==> src/rtl/output_pkg.sv <==
// Shared types and constants for the result serializer.
package output_pkg;

  typedef enum logic {IDLE = 1'b0, SEND = 1'b1} state_t;

  localparam int VALID_BIT = 1;
  localparam int LAST_BIT  = 0;

  function automatic int num_chunks(input int ans_w, input int chunk_w);
    return (ans_w + chunk_w - 1) / chunk_w;
  endfunction

endpackage

==> src/rtl/output_serializer.sv <==
// Captures an ANS_W-bit result on valid/ready and streams it as CHUNK_W-bit beats
// with valid/last flags; out_stall holds the current beat, back-to-back results need no gap.
module output_serializer
  import output_pkg::*;
#(
  parameter int ANS_W     = 16,
  parameter int CHUNK_W   = 8,
  parameter bit MSB_FIRST = 1'b1
) (
  input  logic               clock,
  input  logic               reset,
  input  logic [ANS_W-1:0]   ans,
  input  logic               ans_valid,
  output logic               ans_ready,
  input  logic               out_stall,
  output logic [CHUNK_W+1:0] out,
  output logic               busy
);

  localparam int NUM_CHUNKS = num_chunks(ANS_W, CHUNK_W);
  localparam int PAD_W      = NUM_CHUNKS * CHUNK_W;
  localparam int CNT_W      = $clog2(NUM_CHUNKS + 1);

  state_t             state;
  logic [CNT_W-1:0]   cnt;
  logic [PAD_W-1:0]   cap;
  logic [PAD_W-1:0]   ans_pad;
  logic               capture;

  // j is the position in send order; map it to the chunk index in the padded word.
  function automatic logic [CHUNK_W-1:0] pick(input logic [PAD_W-1:0] w, input int j);
    int i;
    i = MSB_FIRST ? (NUM_CHUNKS - 1 - j) : j;
    return w[i*CHUNK_W +: CHUNK_W];
  endfunction

  assign ans_pad   = PAD_W'(ans);
  assign ans_ready = (state == IDLE) ||
                     ((state == SEND) && out[LAST_BIT] && !out_stall);
  assign capture   = ans_valid && ans_ready;

  always_ff @(posedge clock or posedge reset) begin
    if (reset) begin
      state <= IDLE;
      cnt   <= '0;
      cap   <= '0;
      out   <= '0;
      busy  <= 1'b0;
    end else if (capture) begin
      cap   <= ans_pad;
      out   <= {pick(ans_pad, 0), 1'b1, (NUM_CHUNKS == 1)};
      cnt   <= CNT_W'(1);
      state <= SEND;
      busy  <= 1'b1;
    end else if (state == SEND && !out_stall) begin
      if (out[LAST_BIT]) begin
        out   <= '0;
        state <= IDLE;
        busy  <= 1'b0;
      end else begin
        out <= {pick(cap, int'(cnt)), 1'b1, (int'(cnt) == NUM_CHUNKS - 1)};
        cnt <= cnt + CNT_W'(1);
      end
    end else if (state == IDLE) begin
      out <= '0;
    end
  end

endmodule

==> config.mk <==
export PLATFORM = sky130hd
export DESIGN_NAME = output_serializer
export DESIGN_NICKNAME = d
export VERILOG_FILES = /design/src/rtl/output_pkg.sv /design/src/rtl/output_serializer.sv
export SDC_FILE = /design/constraint.sdc
export NUM_CORES = 1
export LEC_CHECK = 0
export CORE_ASPECT_RATIO = 0.7
export CORE_MARGIN = 2
export CORE_UTILIZATION = 52
export CTS_CLUSTER_DIAMETER = 80
export DETAILED_ROUTE_END_ITERATION = 7
export GPL_ROUTABILITY_DRIVEN = 0
export GPL_TIMING_DRIVEN = 0
export PLACE_DENSITY_LB_ADDON = 0.1
export REMOVE_ABC_BUFFERS = 1
export SLEW_MARGIN = 20
export SYNTH_ARGS = -nofsm -noshare
export SYNTH_HDL_FRONTEND = slang
export SYNTH_SLANG_ARGS = --single-unit
==> constraint.sdc <==
create_clock -name clock -period 2.5 [get_ports clock]
set_input_delay 0.5 -clock clock [delete_from_list [all_inputs] [get_ports clock]]
set_output_delay 0.5 -clock clock [all_outputs]
set_load 0.01 [all_outputs]
## Word-level counts from Yosys, hierarchy flattened

Index checks and enable logic that the tools add are counted.

| storage, ports and cells | value |
|---|---|
| bits in registers | 29 |
| bits of input ports | 20 |
| output and inout bits | 12 |
| word-level logic and storage cells | 31 |

| cells by class | value |
|---|---|
| add/sub/neg operators | 2 |
| equality and inequality tests | 3 |
| shifts and indexed selects | 1 |
| mux-type cells | 10 |
| bitwise gates (word level) | 1 |
| reductions and logical operators | 10 |

Operators by type and width:

| kind | number |
|---|---|
| 2-to-1 mux 10 bit | 4 |
| variable part select 16 x 6 -> 8 bit | 1 |
| 2-to-1 mux 2 bit | 3 |
| logical AND 1 bit | 4 |
| AND reduction 2 bit | 2 |
| nonzero test 2 bit | 2 |
| 2-to-1 mux 1 bit | 3 |
| inequality test 3 x 1 -> 1 bit (second input constant) | 1 |
| subtractor 1 x 2 -> 3 bit (first input constant) | 1 |
| adder 2 x 1 -> 2 bit (second input constant) | 1 |
| equality test 2 bit (second input constant) | 1 |
| inequality test 2 x 1 -> 1 bit (second input constant) | 1 |
| zero test 1 bit | 1 |
| logical OR 1 bit | 1 |
| inverter 1 bit | 1 |

## Depth between registers and ports, before layout

| depth | value |
|---|---|
| depth in word-level cells | 6 |
| mapped depth | 5 |
| mapped depth without buffers | 4 |

## Least setup slack after synthesis

No wires, ideal clock.

| path | value |
|---|---|
| kind | in2reg |
| start point | in out_stall |
| end point | reg cap[0] |
| setup time | 0.125 ns |
| arrival | 1.497 ns |
| required time | 2.375 ns |
| path slack | 0.878 ns |
| cell stages on the path | 5 |
| path buffers | 2 |
| cells stage by stage | buf_6 > nand2b_4 > a21boi_4 > buf_4 > mux2_2 |

| between the ends | value |
|---|---|
| word-level cells in the longest chain between the ends | 4 |

Ends and longest elaborated chain:

| what | line | RTL |
|---|---|---|
| start, declared | output_serializer.sv:15 | `input logic out_stall,` |
| zero test 1 bit | output_serializer.sv:39 | `((state == SEND) && out[LAST_BIT] && !out_stall);` |
| logical AND 1 bit | output_serializer.sv:39 |  |
| logical OR 1 bit | output_serializer.sv:38 | `assign ans_ready = (state == IDLE) \|\|` |
| logical AND 1 bit | output_serializer.sv:40 | `assign capture = ans_valid && ans_ready;` |
| end signal, assigned | output_serializer.sv:50 | `cap <= ans_pad;` |
| end, declared | output_serializer.sv:26 | `logic [PAD_W-1:0] cap;` |

Every way passes these cells.
A chain may end at the register's enable or synchronous reset.

## Worst setup path after layout

| path | value |
|---|---|
| start point | in out_stall |
| end point | out ans_ready |

| between the ends | value |
|---|---|
| word-level cells in the longest chain between the ends | 3 |

Ends and longest elaborated chain:

| what | line | RTL |
|---|---|---|
| zero test 1 bit | output_serializer.sv:39 |  |
| logical AND 1 bit | output_serializer.sv:39 |  |
| logical OR 1 bit | output_serializer.sv:38 |  |
| end, declared | output_serializer.sv:14 | `output logic ans_ready,` |

Every way passes these cells.

==> impl_results.md <==
- Worst-path clk slew: 0.09 ns
- CP startpoint: out_stall
- Total grt overflow: 0
- Worst setup path class: primary input to output port
- Layout Utilization: 69.4%
- Syn. warnings: 0
- Synthesized flop and latch total: 29
- Final TNS setup: 0 ns
- Die Wd: 64.1 um
- CTS root buf: clkbuf_4
- Yosys top cell area share: 55.2%
- Num rows: 15
- Area grow syn2layout: 28.7%
- Critical Path AT: 1.90 ns
- Io pins: 32
- Deepest level of the CTS H-tree: 2
- Pre-antenna DRT Iters: 4
- P_sw: 0.596 mW
- Top cells by count, synth: 29 x dfrtp_1, 16 x mux2_2, 9 x nor2_1, 8 x a221o_2, 8 x mux2i_1
- Clk sink count: 29
- Layout cell share with drive strength beyond 1: 26.3%
- DIE AREA: 0.00295 sq mm
- IO buf count: 31
- Num CTS Buffers: 5
- Switching share of power: 31.3%
- Die Ht: 46.1 um
- Main synth FF type: dfrtp_1
- Clock tree from TritonCTS: yes
- Final hold vios: 0
- DRC violations left: 0
- HP Start: cap[3]
- Starting Density: 53.9%
- Fraction of registers with async set or reset after synthesis: 100%
- Status: complete, no violations
- Peak VDD IR: 0.527 mV
- # hold bufs at CTS: 0
- Setup crit end kind: output port
- Static Leak: 0.761 nW
- Tightest Pin Transition: 0.741 ns
- # diodes: 0
- First-pass GRT wire length: 3800 um
- Post-Synthesis Mean Instance Area: 13.0 sq um
- Comb pwr share: 38.1%
- Ranking of synthesized cells by area: dfrtp_1 55%, mux2_2 14%, a221o_2 6.9%
- Largest net degree at the start of global routing: 30
- Finish-stage setup viols: 0
- Clock Skew: 0.00624 ns
- Critical-path maximum fanout: 9
- EDFF count, synth: 0
- Distinct cells, synth: 23
- Final period utilization: 95.8%
- Count leader, synth: dfrtp_1
- Max-Cap Viols: 0
- Total power: 1.90 mW
- Mapped Cells: 101
- GR Util All Layers: 18.0%
- Crit path time final: 2.40 ns
- HPWL after detailed placement: 1680 um
- Routed Antenna Nets: 0
- Hold Path Depth: 1
- Final wirelength: 2440 um
- Cell area after synthesis: 0.00132 sq mm
- Clock Power Share: 16.9%
- Slew headroom: 50.5%
- Reg2reg path depth: 3
- Maximum buffer depth of the clock tree: 2
- Core ar.: 0.00244 sq mm
- RSZ-0062 raised after global routing: false
- Seq/Total Area, Yosys: 55.2%
- Startpoint Class: primary input
- Pwr/cell area: 1120 mW/mm^2
- CTS resizes: 0
- Cell taking the most area after synthesis: dfrtp_1
- Sequential share of power: 45.0%
- Routed WL per cell: 14.6 um
- Worst-Skew Late Latency: 0.32 ns
- Vias in the first global route: 827
- Initial antenna violation count: 0
- # nets final: 153
- Pint: 1.31 mW
- Slew Viols, Final: 0
- Setup Buffers After CTS: 0
- Worst r2r src: out[0]
- Via Count: 899
- Drt via density: 5.38
- Fill cells: 179
- Hold Crit Class: flip-flop to flip-flop
- Fmax: 417 MHz
- 1st-iter DRT viols: 68
- Crit path required time: 2.00 ns
[final timing paths]
path	endpoint	slack, ns
min in group asynchronous	cap[6]	0.57
worst min-delay path	cap[3]	0.51
worst max-delay path	ans_ready	0.10
max in group asynchronous	cap[7]	1.54
worst max register to register	cap[8]	0.74
worst min register to register	cap[3]	0.51
[state kept, by name, summed over array words and instances, names as in the netlist]
signal,flops
state,1
cap,16
cnt,2
out,10
[final cells by class]
cell class	count	area, sq um	share of cell area [%]
Sequential cell	29	726	42.9
Multi-Input combinational cell	59	522	30.8
Timing Repair Buffer	31	310	18.3
Clock buffer	7	65.1	3.84
Tap cell	34	42.5	2.51
Inverter	6	22.5	1.33
Clock inverter	1	5.00	0.296
[critical path, cell delays in order]
cell and delay, ns:
clkdlybuf4s50_1 0.63, nand2b_4 0.22, nand2_1 0.06, clkdlybuf4s50_1 0.49
[cell usage in the layout (no fill, tap or decap), drive strengths merged, types with 2 or more instances in the layout]
cell / n
dfrtp: 29
a21oi: 3
clkdlybuf4s50: 31
clkbuf: 7
inv: 6
mux2: 16
nor2: 9
a21boi: 2
nand2: 4
a221o: 8
mux2i: 8
[per-layer routing]
| layer | routed length, um | part of all wire (%) | up-vias | track usage [%] |
|---|---|---|---|---|
| li1 | - | - | 417 | - |
| met1 | 1110 | 46 | 448 | 22.5 |
| met2 | 1140 | 47 | 29 | 28.5 |
| met3 | 141 | 5.8 | 5 | 7.09 |
| met4 | 45 | 1.8 | 0 | 7.66 |
| met5 | 0 | 0 | - | 0 |
[through the flow]
step                std cells  cell area, sq um  hold slack (ns)  setup slack (ns)
floorplan                  94              1270            0.480             0.886
global placement          159              1620            0.489             0.124
detailed placement        159              1620            0.496            0.0960
CTS                       167              1690            0.515            0.0931
global route              167              1690            0.521            0.0507
finish                    167              1690            0.512             0.105
[cell families (layout without fill, tap and decap cells)]
kind of cell	count (synthesis)	after routing	share of synthesized area, %
adder cells (fa/ha/maj)	1	1	0.951
AO/OA/AOI/OAI	17	17	12.4
flip-flops	29	29	55.2
multiplexers	24	24	19.8
AND/OR/NAND/NOR	17	17	6.56
buffers and inverters	13	45	5.14
[power by group through the flow]
stage | Clock, mW | Combinational, mW | Sequential, mW
after floorplan | 0 | 0.455 | 0.856
after detailed placement | 0 | 0.734 | 0.867
final | 0.323 | 0.725 | 0.856
after CTS | 0.332 | 0.733 | 0.859
after global routing | 0.354 | 0.788 | 0.886
after global placement | 0 | 0.704 | 0.855
(Power assumes the default switching activity.)
